File: src/rtl/clint_io_responder.sv
// Machine-timer / software-interrupt responder for the internal MMIO window.
// Single-outstanding valid/ready responder: accept in IDLE, hold response in RESP.
module clint_io_responder #(
  parameter logic [31:0] MSIP_ADDR     = 32'h0200_0000,
  parameter logic [31:0] MTIME_ADDR    = 32'h0200_1000,
  parameter logic [31:0] MTIMECMP_ADDR = 32'h0200_2000,
  parameter int unsigned TICK_DIV      = 1
) (
  input  logic        clk_in,
  input  logic        reset_in,
  input  logic        req_valid,
  output logic        req_ready,
  input  logic [31:0] req_addr,
  input  logic        req_wr,
  input  logic [3:0]  req_be,
  input  logic [31:0] req_wdata,
  output logic        rsp_valid,
  input  logic        rsp_ready,
  output logic [31:0] rsp_rdata,
  output logic        rsp_err,
  output logic        msip_irq,
  output logic        mtip_irq,
  output logic [63:0] mtime_out
);

  typedef enum logic {IDLE, RESP} state_t;
  typedef struct packed {
    logic [31:0] rdata;
    logic        err;
  } rsp_t;

  state_t      state_q, state_d;
  rsp_t        rsp_q, rsp_d;
  logic        msip_q;
  logic [63:0] mtime_q, mtime_d;
  logic [63:0] mtimecmp_q;
  logic [15:0] presc_q;
  logic        mtip_q;

  logic accept, word_ok, hit, wr_hit, tick;
  logic sel_msip, sel_mt_lo, sel_mt_hi, sel_cmp_lo, sel_cmp_hi;

  function automatic logic [31:0] merge_be(input logic [31:0] old_v,
                                           input logic [31:0] new_v,
                                           input logic [3:0]  be);
    merge_be = old_v;
    for (int b = 0; b < 4; b++)
      if (be[b]) merge_be[8*b +: 8] = new_v[8*b +: 8];
  endfunction

  // FSM
  always_ff @(posedge clk_in or posedge reset_in)
    if (reset_in) state_q <= IDLE;
    else          state_q <= state_d;

  // req_ready is gated by reset so it drops the instant reset asserts
  always_comb begin
    state_d   = state_q;
    req_ready = 1'b0;
    rsp_valid = 1'b0;
    case (state_q)
      IDLE: begin
        req_ready = ~reset_in;
        if (req_valid && !reset_in) state_d = RESP;
      end
      RESP: begin
        rsp_valid = 1'b1;
        if (rsp_ready) state_d = IDLE;
      end
      default: state_d = IDLE;
    endcase
  end

  assign accept = req_valid & req_ready;

  // decode
  assign word_ok    = (req_addr[1:0] == 2'b00);
  assign sel_msip   = word_ok && (req_addr == MSIP_ADDR);
  assign sel_mt_lo  = word_ok && (req_addr == MTIME_ADDR);
  assign sel_mt_hi  = word_ok && (req_addr == MTIME_ADDR + 32'd4);
  assign sel_cmp_lo = word_ok && (req_addr == MTIMECMP_ADDR);
  assign sel_cmp_hi = word_ok && (req_addr == MTIMECMP_ADDR + 32'd4);
  assign hit        = sel_msip | sel_mt_lo | sel_mt_hi | sel_cmp_lo | sel_cmp_hi;
  assign wr_hit     = accept & req_wr & hit;

  assign tick = (presc_q == 16'(TICK_DIV - 1));

  // read data reflects register values before this edge's update
  always_comb begin
    rsp_d.err   = ~hit;
    rsp_d.rdata = 32'h0;
    if (!req_wr) begin
      if (sel_msip)   rsp_d.rdata = {31'b0, msip_q};
      if (sel_mt_lo)  rsp_d.rdata = mtime_q[31:0];
      if (sel_mt_hi)  rsp_d.rdata = mtime_q[63:32];
      if (sel_cmp_lo) rsp_d.rdata = mtimecmp_q[31:0];
      if (sel_cmp_hi) rsp_d.rdata = mtimecmp_q[63:32];
    end
  end

  // an MTIME store overrides the tick increment for that edge
  always_comb begin
    mtime_d = tick ? mtime_q + 64'd1 : mtime_q;
    if (wr_hit && sel_mt_lo) mtime_d = {mtime_q[63:32], merge_be(mtime_q[31:0], req_wdata, req_be)};
    if (wr_hit && sel_mt_hi) mtime_d = {merge_be(mtime_q[63:32], req_wdata, req_be), mtime_q[31:0]};
  end

  always_ff @(posedge clk_in or posedge reset_in)
    if (reset_in) begin
      rsp_q      <= '0;
      msip_q     <= 1'b0;
      mtime_q    <= 64'h0;
      mtimecmp_q <= '1;
      presc_q    <= 16'h0;
      mtip_q     <= 1'b0;
    end else begin
      if (accept) rsp_q <= rsp_d;
      presc_q <= tick ? 16'h0 : presc_q + 16'd1;
      mtime_q <= mtime_d;
      mtip_q  <= (mtime_q >= mtimecmp_q);
      if (wr_hit && sel_msip && req_be[0]) msip_q <= req_wdata[0];
      if (wr_hit && sel_cmp_lo) mtimecmp_q[31:0]  <= merge_be(mtimecmp_q[31:0], req_wdata, req_be);
      if (wr_hit && sel_cmp_hi) mtimecmp_q[63:32] <= merge_be(mtimecmp_q[63:32], req_wdata, req_be);
    end

  assign rsp_rdata = rsp_q.rdata;
  assign rsp_err   = rsp_q.err;
  assign msip_irq  = msip_q;
  assign mtip_irq  = mtip_q;
  assign mtime_out = mtime_q;

endmodule

File: config.mk
export PLATFORM = sky130hd
export DESIGN_NAME = clint_io_responder
export DESIGN_NICKNAME = d
export VERILOG_FILES = /design/src/rtl/clint_io_responder.sv
export SDC_FILE = /design/constraint.sdc
export NUM_CORES = 1
export LEC_CHECK = 0
export ABC_AREA = 1
export BUFFER_PORTS_ARGS = -buffer_cell sky130_fd_sc_hd__buf_4
export CORE_ASPECT_RATIO = 0.75
export CORE_MARGIN = 5
export CORE_UTILIZATION = 55
export CTS_BUF_LIST = sky130_fd_sc_hd__clkbuf_2
export DETAILED_ROUTE_END_ITERATION = 10
export PLACE_DENSITY = 0.76
export SYNTH_ARGS = -nofsm -noshare
export SYNTH_HDL_FRONTEND = slang
export SYNTH_SLANG_ARGS = --single-unit
File: constraint.sdc
create_clock -name clk_in -period 4.88 [get_ports clk_in]
set_input_delay 0 -clock clk_in [delete_from_list [all_inputs] [get_ports clk_in]]
set_output_delay 0 -clock clk_in [all_outputs]
set_load 0.01 [all_outputs]
==> results.toml <==
[outcome]
outcome = "completed"

[routing]
wl_met1_um = 22460
top_layer = "met5"
firstDrtPassIters = 8
drc = 0
via_per_inst = 6.010
dr_total_vias = 14990
wirelength_um = 52830
wl_met2_um = 22180
wl_per_cell_um = 21.18
drtAntennaViolNets = 0
drt-initial-drc-count = 2051
dr_wl_met3_um = 6799

[synthesis]
synth_top_area_share_pct = 21.98
synth_cells = 1900
syn_area_per_cell_um2 = 6.951
yosysTopAreaCell = "dfrtp_1"
ys_ff_latch = 180
synth.most_common_cell = "nand2_1"
synth-edff-count = 0
seq_area_frac_synth_pct = 34.71
syn_nets = 2040
yosysWarnings = 0
async_flop_share_pct = 100.0
synth_common_cells = "596 x nand2_1, 212 x inv_1, 144 x o21ai_0, 142 x nor2_1, 116 x dfrtp_1"
synthesis.area_um2 = 13210
synth-main-ff-cell = "dfrtp_1"
yosysUniqueCellTypes = 45
synthTopCellsByArea = "dfrtp_1 22%, nand2_1 17%, dfstp_2 13%, ha_1 6.3%, inv_1 6.0%"

[placement]
hpwl_um = 37200
portBuffers = 173
routabilityCongestion = 1.039
dp_slack_ps = 1729

[worst_hold_path]
hold_path_class = "input port to flop"
min_path_cells = 6
hp-start = "req_wdata[23]"
min_to = "mtime_out[55]$_DFFE_PP0P_"

[setup_path]
end_kind = "flop"
required_ps = 5630
worstReg2RegStart = "mtime_out[44]$_DFFE_PP0P_"
setup.worst_path.start_class = "input port"
criticalPathCategory = "input port to flop"
cp.arrival_ps = 5500
crit_fanout = 64
reg2reg_to = "mtime_out[47]$_DFFE_PP0P_"
reg2reg_slack_ps = 1910
reg2reg_depth = 10

[timing]
drv_slew = 0
worst_pin_slew_ps = 1171
layout_setup_ws_ps = 129.2
fmax_mhz = 210.5
grt_setup_unrepaired = "no"
tns_ps = 0
fin_crit_sh_pct = 97.35
setup_viol = 0
clock-skew-final_ps = 69.40
fin_crit_ps = 4751
hold_viol_final = 0
slew_headroom_pct = 21.32

[clock_tree]
clk_pin_slew_ps = 320
cts-root-buf = "clkbuf_2"
htree_levels = 4
cts_setup_buffers = 0
cts_made_buffers = 17
clock_latency_ps = 890
clkSinkCount = 180
cts_tree = "done"
clockBufferDepth = 2

[grt]
grt_overflow = 0
grt_max_degree = 98
grt_pass1_vias = 14347
grt_use_total_pct = 38.17
grt_pass1_wl_um = 80940
antenna_found_initial = 2

[floorplan]
fp.dieW_um = 188.9
row_count = 49
die_h_um = 144.2
die-area_um2 = 27240
ios = 174
core_um2 = 23790
start_util_pct = 55.52

[flow_run]
drv_cap = 0

[pwr]
p_clk_share_pct = 30.3
p_sw_share_pct = 29.35
switching_power_mw = 0.7287
comb_power_share_pct = 9.1
cellLeakagePower_nw = 7.979
p_per_area_nw_per_um2 = 153.0
max-vdd-ir-drop_v = 0.0001485
p_seq_share_pct = 60.6
power.internal_mw = 1.754

[final_layout]
multi_input_area_um2 = 7505
fillerInstances = 2054
fin_nets = 2314
syn2layout_area_growth_pct = 22.86
regArea_um2 = 4584
drive_above_1_share_pct = 16.69
[worst max-delay path by stage]
stage,from,end,slack [ps],depth (start not counted)
floorplan,reset_in,msip_irq$_DFFE_PP0P_,100,1
global route,req_addr[24],mtime_out[34]$_DFFE_PP0P_,40,19
finish,req_addr[24],mtime_out[32]$_DFFE_PP0P_,130,19
detailed placement,req_addr[15],mtime_out[5]$_DFFE_PP0P_,1730,13
global placement,req_addr[15],mtime_out[6]$_DFFE_PP0P_,1780,13
CTS,req_addr[20],mtime_out[7]$_DFFE_PP0P_,50,18
[registers in the layout, indices dropped and copies added, names as in the netlist]
signal and flops:
rsp_err 1, msip_irq 1, mtip_irq 1, rsp_rdata 32, mtimecmp_q 64, state_q 1, mtime_out 64, presc_q 16
[logic make-up after synthesis]
kind of cell,after synthesis,synth area share [%]
and+or+nand+nor,1029,34.38
AOI/OAI and AO/OA,302,13.19
buffers and inverters,283,8.782
DFF,180,34.71
adders and majority gates,67,6.348
xor gates and xnor gates,39,2.586
[routing by layer]
| metal | global-route usage (%) | up-vias |
|---|---|---|
| li1 | - | 6829 |
| met1 | 54.66 | 7018 |
| met2 | 57.01 | 1022 |
| met3 | 10.30 | 119 |
| met4 | 11.42 | 2 |
| met5 | 0 | - |
[placed cells by master (no fill, tap or decap), types with 6 or more instances in the layout]
master and count:
a21o_1 6, a21oi_1 74, buf_4 190, clkbuf_2 20, dfrtp_1 116, dfstp_2 64
dlygate4sd3_1 130, ha_1 67, inv_1 210, nand2_1 593, nand3_1 108, nand3_2 10
nand3b_1 8, nand4_1 97, nor2_1 139, nor2_2 11, nor3_1 31, nor4_1 8
o211ai_1 27, o21ai_0 144, o21ai_1 8, o21ai_2 32, xnor2_1 17, xor2_1 22
[area by class of cell]
type                       count  area share (%)
sequential                   180           28.25
multi-input combinational   1438           46.25
tap                          306           2.360
inverter                     217           5.089
antenna                        1         0.01542
clock inverter                12          0.6015
clock buffer                  20          0.6169
timing repair buffer         320           16.81
[worst max-delay path, cell delays in order]
cell	delay (ps)
dlygate4sd3_1	520
buf_4	110
nor2_1	40
dlygate4sd3_1	550
nand2_1	70
dlygate4sd3_1	580
nor2_2	50
dlygate4sd3_1	570
nand2_1	100
dlygate4sd3_1	610
nor2_2	60
buf_4	210
nor2_1	210
nand4_4	430
nand3_2	220
buf_4	630
nand3_2	320
nand2_1	150
nand2_1	60
[power groups by stage]
stage / sequential [mW] / combinational (mW) / clock [mW]
6_report: 1.50 / 0.227 / 0.752
5_1_grt: 1.51 / 0.241 / 0.812
4_1_cts: 1.50 / 0.215 / 0.750
3_5_place_dp: 1.53 / 0.157 / 0
3_3_place_gp: 1.53 / 0.155 / 0
2_1_floorplan: 1.53 / 0.0589 / 0
[per-stage QoR]
| step | cell area, um^2 | utilization, % | hold slack [ps] | power, mW | std cells |
|---|---|---|---|---|---|
| after global routing | 16230 | 68.21 | 3.350 | 2.558 | 2494 |
| final | 16230 | 68.21 | 33.48 | 2.483 | 2494 |
| after detailed placement | 14700 | 61.81 | 190.8 | 1.682 | 2330 |
| after floorplan | 13210 | - | 50.08 | 1.584 | 1900 |
| after CTS | 16190 | 68.07 | 0.05240 | 2.470 | 2491 |
| after global placement | 14700 | 61.81 | 198.3 | 1.680 | 2330 |
[timing repair]
action,4_1_cts,5_1_grt
resized for setup,0,4
setup endpoints to repair,0,48
endpoints found under the hold margin,257,1
hold buffers,129,1
(Power assumes the default switching activity.)
